### src/rtl/addmin_rr_sched_if.sv
// Command/response bundle for addmin_rr_sched: per-requester command channels
// plus the single tagged response channel.
interface addmin_rr_sched_if #(
    parameter int N_REQ = 4,
    parameter int WIDTH = 4,
    parameter int IDW   = $clog2(N_REQ)
);
    logic [N_REQ-1:0]       req_valid;
    logic [N_REQ-1:0]       req_ready;
    logic [N_REQ*WIDTH-1:0] req_p1;
    logic [N_REQ*WIDTH-1:0] req_p2;
    logic [N_REQ-1:0]       req_type;
    logic                   rsp_valid;
    logic                   rsp_ready;
    logic [WIDTH-1:0]       rsp_result;
    logic                   rsp_carry;
    logic [IDW-1:0]         rsp_id;

    modport master (
        output req_valid, req_p1, req_p2, req_type, rsp_ready,
        input  req_ready, rsp_valid, rsp_result, rsp_carry, rsp_id
    );

    modport slave (
        input  req_valid, req_p1, req_p2, req_type, rsp_ready,
        output req_ready, rsp_valid, rsp_result, rsp_carry, rsp_id
    );
endinterface

### src/rtl/addmin_rr_sched.sv
// Round-robin scheduler sharing one add / magnitude-subtract datapath among N_REQ requesters.
// Optional statistics counters are enabled by defining ADDMIN_RR_SCHED_STATS_EN.
module addmin_rr_sched #(
    parameter int N_REQ = 4,
    parameter int WIDTH = 4,
    parameter int IDW   = $clog2(N_REQ)
) (
    input  logic                 clk,
    input  logic                 rst_n,
    addmin_rr_sched_if.slave     bus
`ifdef ADDMIN_RR_SCHED_STATS_EN
    ,
    output logic [15:0]          op_count,
    output logic [15:0]          neg_count
`endif
);

    typedef enum logic [1:0] {IDLE, EXEC, RESP} state_t;

    state_t           state;
    state_t           state_next;
    logic [IDW-1:0]   rr_ptr;
    logic [IDW-1:0]   grant_id;
    logic             grant_found;
    logic             req_fire;
    logic             rsp_fire;
    logic [WIDTH-1:0] cap_p1;
    logic [WIDTH-1:0] cap_p2;
    logic             cap_type;
    logic [IDW-1:0]   cap_id;
    logic [WIDTH:0]   sum;
    logic [WIDTH-1:0] alu_result;
    logic             alu_carry;

    // Index arithmetic modulo N_REQ, valid for non-power-of-two requester counts.
    function automatic logic [IDW-1:0] wrap_add(input logic [IDW-1:0] base, input int unsigned off);
        int unsigned s;
        s = 32'(base) + off;
        if (s >= N_REQ) s = s - N_REQ;
        return IDW'(s);
    endfunction

    assign req_fire      = (state == IDLE) && grant_found;
    assign rsp_fire      = (state == RESP) && bus.rsp_ready;
    assign bus.rsp_valid = (state == RESP);

    always_ff @(posedge clk or negedge rst_n) begin
        if (!rst_n) state <= IDLE;
        else        state <= state_next;
    end

    always_comb begin
        state_next = state;
        case (state)
            IDLE:    if (grant_found) state_next = EXEC;
            EXEC:    state_next = RESP;
            RESP:    if (bus.rsp_ready) state_next = IDLE;
            default: state_next = IDLE;
        endcase
    end

    // Scanning downward lets the requester closest to rr_ptr overwrite the others.
    always_comb begin
        grant_found = 1'b0;
        grant_id    = '0;
        for (int k = N_REQ - 1; k >= 0; k--) begin
            if (bus.req_valid[wrap_add(rr_ptr, k)]) begin
                grant_found = 1'b1;
                grant_id    = wrap_add(rr_ptr, k);
            end
        end
    end

    always_comb begin
        bus.req_ready = '0;
        if (req_fire) bus.req_ready[grant_id] = 1'b1;
    end

    always_ff @(posedge clk or negedge rst_n) begin
        if (!rst_n) begin
            cap_p1   <= '0;
            cap_p2   <= '0;
            cap_type <= 1'b0;
            cap_id   <= '0;
        end else if (req_fire) begin
            cap_p1   <= bus.req_p1[grant_id*WIDTH +: WIDTH];
            cap_p2   <= bus.req_p2[grant_id*WIDTH +: WIDTH];
            cap_type <= bus.req_type[grant_id];
            cap_id   <= grant_id;
        end
    end

    always_comb begin
        sum = {1'b0, cap_p1} + {1'b0, cap_p2};
        if (cap_type) begin
            alu_result = sum[WIDTH-1:0];
            alu_carry  = sum[WIDTH];
        end else if (cap_p1 < cap_p2) begin
            alu_result = cap_p2 - cap_p1;
            alu_carry  = 1'b1;
        end else begin
            alu_result = cap_p1 - cap_p2;
            alu_carry  = 1'b0;
        end
    end

    always_ff @(posedge clk or negedge rst_n) begin
        if (!rst_n) begin
            bus.rsp_result <= '0;
            bus.rsp_carry  <= 1'b0;
            bus.rsp_id     <= '0;
        end else if (state == EXEC) begin
            bus.rsp_result <= alu_result;
            bus.rsp_carry  <= alu_carry;
            bus.rsp_id     <= cap_id;
        end
    end

    // Fairness pointer moves only once the response is actually consumed.
    always_ff @(posedge clk or negedge rst_n) begin
        if (!rst_n)        rr_ptr <= '0;
        else if (rsp_fire) rr_ptr <= wrap_add(bus.rsp_id, 1);
    end

`ifdef ADDMIN_RR_SCHED_STATS_EN
    always_ff @(posedge clk or negedge rst_n) begin
        if (!rst_n) begin
            op_count  <= '0;
            neg_count <= '0;
        end else if (rsp_fire) begin
            if (op_count != 16'hFFFF) op_count <= op_count + 16'd1;
            if (!cap_type && bus.rsp_carry && neg_count != 16'hFFFF)
                neg_count <= neg_count + 16'd1;
        end
    end
`endif

endmodule
### src/flat_wrapper.sv
// flat-port wrapper written by rule: the top's interface ports become plain ports
module addmin_rr_sched_flat 
#(
    parameter int N_REQ = 4,
    parameter int WIDTH = 4,
    parameter int IDW   = $clog2(N_REQ)
)
  (clk, rst_n, bus_req_valid, bus_req_p1, bus_req_p2, bus_req_type, bus_rsp_ready, bus_req_ready, bus_rsp_valid, bus_rsp_result, bus_rsp_carry, bus_rsp_id);
  addmin_rr_sched_if #(.N_REQ(N_REQ), .WIDTH(WIDTH), .IDW(IDW)) bus_i ();
  input  logic clk;
  input  logic rst_n;
  input wire logic [$bits(bus_i.req_valid)-1:0] bus_req_valid;
  input wire logic [$bits(bus_i.req_p1)-1:0] bus_req_p1;
  input wire logic [$bits(bus_i.req_p2)-1:0] bus_req_p2;
  input wire logic [$bits(bus_i.req_type)-1:0] bus_req_type;
  input wire logic [$bits(bus_i.rsp_ready)-1:0] bus_rsp_ready;
  output wire logic [$bits(bus_i.req_ready)-1:0] bus_req_ready;
  output wire logic [$bits(bus_i.rsp_valid)-1:0] bus_rsp_valid;
  output wire logic [$bits(bus_i.rsp_result)-1:0] bus_rsp_result;
  output wire logic [$bits(bus_i.rsp_carry)-1:0] bus_rsp_carry;
  output wire logic [$bits(bus_i.rsp_id)-1:0] bus_rsp_id;
  assign bus_i.req_valid = bus_req_valid;
  assign bus_i.req_p1 = bus_req_p1;
  assign bus_i.req_p2 = bus_req_p2;
  assign bus_i.req_type = bus_req_type;
  assign bus_i.rsp_ready = bus_rsp_ready;
  assign bus_req_ready = bus_i.req_ready;
  assign bus_rsp_valid = bus_i.rsp_valid;
  assign bus_rsp_result = bus_i.rsp_result;
  assign bus_rsp_carry = bus_i.rsp_carry;
  assign bus_rsp_id = bus_i.rsp_id;
  addmin_rr_sched #(.N_REQ(N_REQ), .WIDTH(WIDTH), .IDW(IDW)) u_core (.clk(clk), .rst_n(rst_n), .bus(bus_i));
endmodule
### config.mk
export PLATFORM = sky130hd
export DESIGN_NAME = addmin_rr_sched_flat
export DESIGN_NICKNAME = d
export VERILOG_FILES = /design/src/rtl/addmin_rr_sched_if.sv /design/src/rtl/addmin_rr_sched.sv /design/src/flat_wrapper.sv
export SDC_FILE = /design/constraint.sdc
export NUM_CORES = 1
export LEC_CHECK = 0
export CAP_MARGIN = 20
export CORE_UTILIZATION = 28
export CTS_CLUSTER_SIZE = 25
export DETAILED_ROUTE_END_ITERATION = 12
export PLACE_DENSITY_LB_ADDON = 0.2
export SYNTH_ARGS = -nofsm -noshare
export SYNTH_HDL_FRONTEND = slang
export SYNTH_SLANG_ARGS = --single-unit
### constraint.sdc
create_clock -name clk -period 2.3 [get_ports clk]
set_clock_uncertainty 0.15 [all_clocks]
set_input_delay 0.46 -clock clk [delete_from_list [all_inputs] [get_ports clk]]
set_output_delay 0.46 -clock clk [all_outputs]
set_load 0.02 [all_outputs]
==> reports/qor.yml <==
rr_startpoint: "u_core.rr_ptr[1]"
grt_setup_unrepaired: "false"
cts_root_buf: "clkbuf_8"
p_seq_share_pct: 25.2
n_fill_cell: 563
cts_setup_buffers: 0
numPortBuffers: 54
ys_seq_area_share_pct: 34.6
cp-end-kind: "output port"
status: "complete, no violations"
dpl.hpwl_um: 2730
cts-buffers-inserted: 3
final_cell_count_no_fill: 297
finalCritPeriodShare_pct: 96.1
p_leak_uw: 0.00111
netlist_instances: 159
arrival_ps: 1600
n_antenna_cell: 0
post-place-cells: 293
globalplace.congestion: 0.764
area_growth_pct: 48.6
final_antenna_net_count: 0
grt_antenna_before_repair: 0
rows: 27
setup_viol: 0
die_y_um: 77.4
synthSimpleGateAreaFrac_pct: 11.9
p_total_uw: 2970
cp_max_fo: 4
combPwrFrac_pct: 65.3
wirelength_um: 3360
r2r_slack_ps: 130
ir_worst_vdd_v: 0.000494
insertion_delay_ps: 270
required_ps: 1690
tritoncts: "built"
crit_type: "input pin to output port"
power_switching_uw: 1210
drt-initial-drc-count: 54
whs_ps: 328
core_mm2: 0.00551
critPathLaunchType: "input pin"
drc: 0
drive_gt1_share_pct: 19.6
io_pins: 55
dr.pass1.iters: 4
synth-adder-area-share_pct: 12.4
critPathLaunch: "bus_req_valid[0]"
worst_pin_slew_ps: 397
post_drt_wl_per_cell_um: 11.3
initial_core_util_pct: 28.9
htreeDepth: 1
nets: 283
post-route-min-period_ps: 2210
die-area_mm2: 0.00599
post-route-util_pct: 43.0
min-delay-start: "u_core.bus.rsp_result[2]"
pwr_density_cell_mw_per_mm2: 1260
via_count: 1339
cts_sinks: 22
cap_violations: 0
overflow: 0
via_per_inst: 4.51
synth_area_mm2: 0.00159
min_path_type: "flip-flop to flip-flop"
syn-num-nets: 216
ys_ff_latch: 22
fmax_mhz: 452
die_x_um: 77.4
p_int_uw: 1760
ys_types: 32
grt_pass1_vias: 1368
clk_pin_slew_ps: 80
clkPwrFrac_pct: 9.5
holdBufCountCts: 0
synth-warning-count: 0
grt_max_degree: 23
synth_compound_area_share_pct: 15.2
grt_pass1_wl_um: 6030
finalSetupTns_ps: 0
max-slew-margin-rel_pct: 73.6
syn_avg_cell_area_um2: 10.0
clock_path_buffers: 2
power_switching_share_pct: 40.8
hold_viol: 0
synthMuxAreaShare_pct: 18.6
synth_xor_area_share_pct: 1.65
synth_top_family_by_area: "multiplexers"
gr-usage-all-layers_pct: 12.4
drv_slew: 0
-- synthesized netlist by cell type (all sizes together) --
| cell | count | area share (%) |
|---|---|---|
| xor2 | 1 | 0.55 |
| nor2b | 3 | 1.2 |
| fa | 3 | 3.8 |
| or3 | 1 | 0.39 |
| nor4 | 1 | 0.39 |
| o21ai | 14 | 4.6 |
| o21a | 2 | 0.94 |
| ha | 11 | 8.6 |
| a211o | 1 | 0.55 |
| nand2b | 3 | 1.2 |
| mux2i | 12 | 7.5 |
| inv | 13 | 3.1 |
| a21oi | 6 | 1.9 |
| xnor2 | 2 | 1.1 |
| and3 | 2 | 0.79 |
| nand3b | 1 | 0.47 |
| o41ai | 1 | 0.55 |
| dfrtp | 22 | 35 |
| a21o | 1 | 0.47 |
| nor3b | 1 | 0.47 |
| a2bb2oi | 1 | 0.55 |
| a221o | 9 | 5.7 |
| buf | 3 | 1.3 |
| nand2 | 12 | 2.8 |
| mux2 | 13 | 11 |
| nor3 | 9 | 2.8 |
| clkbuf | 5 | 1.2 |
| nor2 | 6 | 1.4 |
-- power by group through the flow --
stage	clock network (µW)	registers, µW	logic (µW)
after global placement	0	753	1910
after global routing	309	781	2190
after detailed placement	0	757	1920
after floorplan	0	791	1240
after CTS	292	753	1950
final	282	750	1940
-- cell type report --
class,instances,area [µm²],area share [%]
tap,72,90.1,3.81
clock buffer,4,55.1,2.33
sequential,22,552,23.3
multi-input combinational,116,975,41.2
timing repair buffer,70,647,27.3
inverter,13,48.8,2.06
-- critical path, cell delays in order --
cell,delay (ps)
dlygate4sd2_1,270
nand2_1,90
a21oi_1,70
a211o_1,290
buf_4,140
and3_1,130
buf_2,150
-- logic make-up after synthesis --
logic type	after synthesis
compound gates	35
simple gates	39
fa+ha+maj	14
buf+inv	21
flops	22
mux	25
xor+xnor	3
-- sequential cells by signal, summed over array words and instances, names as in the netlist --
name / count
u_core.bus.rsp_id: 2
u_core.cap_p2: 4
u_core.cap_id: 2
u_core.rr_ptr: 2
u_core.state: 2
u_core.bus.rsp_result: 4
u_core.cap_p1: 4
u_core.cap_type: 1
u_core.bus.rsp_carry: 1
-- timing repair --
item	4_1_cts	5_1_grt
pin swaps	3	2
gates cloned	0	0
setup endpoints to repair	14	6
resized for setup	26	6
-- metrics by stage --
stage,area [µm²],worst slack [ps]
final,2370,89.0
after global routing,2370,6.51
after CTS,2350,46.2
after detailed placement,2300,-590
after global placement,2300,-581
after floorplan,1590,58.3
-- final timing paths --
kind	endpoint	cells after the start
worst min register to register	u_core.bus.rsp_result[2]	2
worst max register to register	u_core.cap_p1[3]	7
min in group asynchronous	u_core.bus.rsp_result[2]	2
worst max-delay path	bus_req_ready[2]	7
worst min-delay path	u_core.bus.rsp_result[2]	2
max in group asynchronous	u_core.cap_p2[1]	2
-- routing by layer --
layer	track usage [%]	vias to the layer above	share of wire, %
li1	-	694	-
met1	17.1	609	51
met2	19.5	31	44
met3	1.88	5	3.0
met4	5.09	0	1.8
met5	0	-	0
-- layout by cell type, fill, tap and decap left out, types with 2 or more instances in the layout --
| cell | instances |
|---|---|
| ha_1 | 11 |
| nor2b_1 | 3 |
| and3_1 | 2 |
| clkbuf_8 | 4 |
| mux2i_1 | 12 |
| nor2_1 | 6 |
| nand2_1 | 12 |
| fa_1 | 2 |
| nor3_1 | 9 |
| buf_2 | 2 |
| o21ai_1 | 2 |
| a21oi_1 | 5 |
| inv_1 | 12 |
| xnor2_1 | 2 |
| o21ai_0 | 11 |
| buf_4 | 17 |
| mux2_2 | 5 |
| clkdlybuf4s15_1 | 2 |
| mux2_4 | 8 |
| nand2b_1 | 2 |
| dfrtp_1 | 21 |
| a221o_1 | 9 |
| o21a_1 | 2 |
| dlygate4sd2_1 | 2 |
| clkdlybuf4s50_1 | 46 |
No activity file was read; power rests on OpenSTA's default activity.
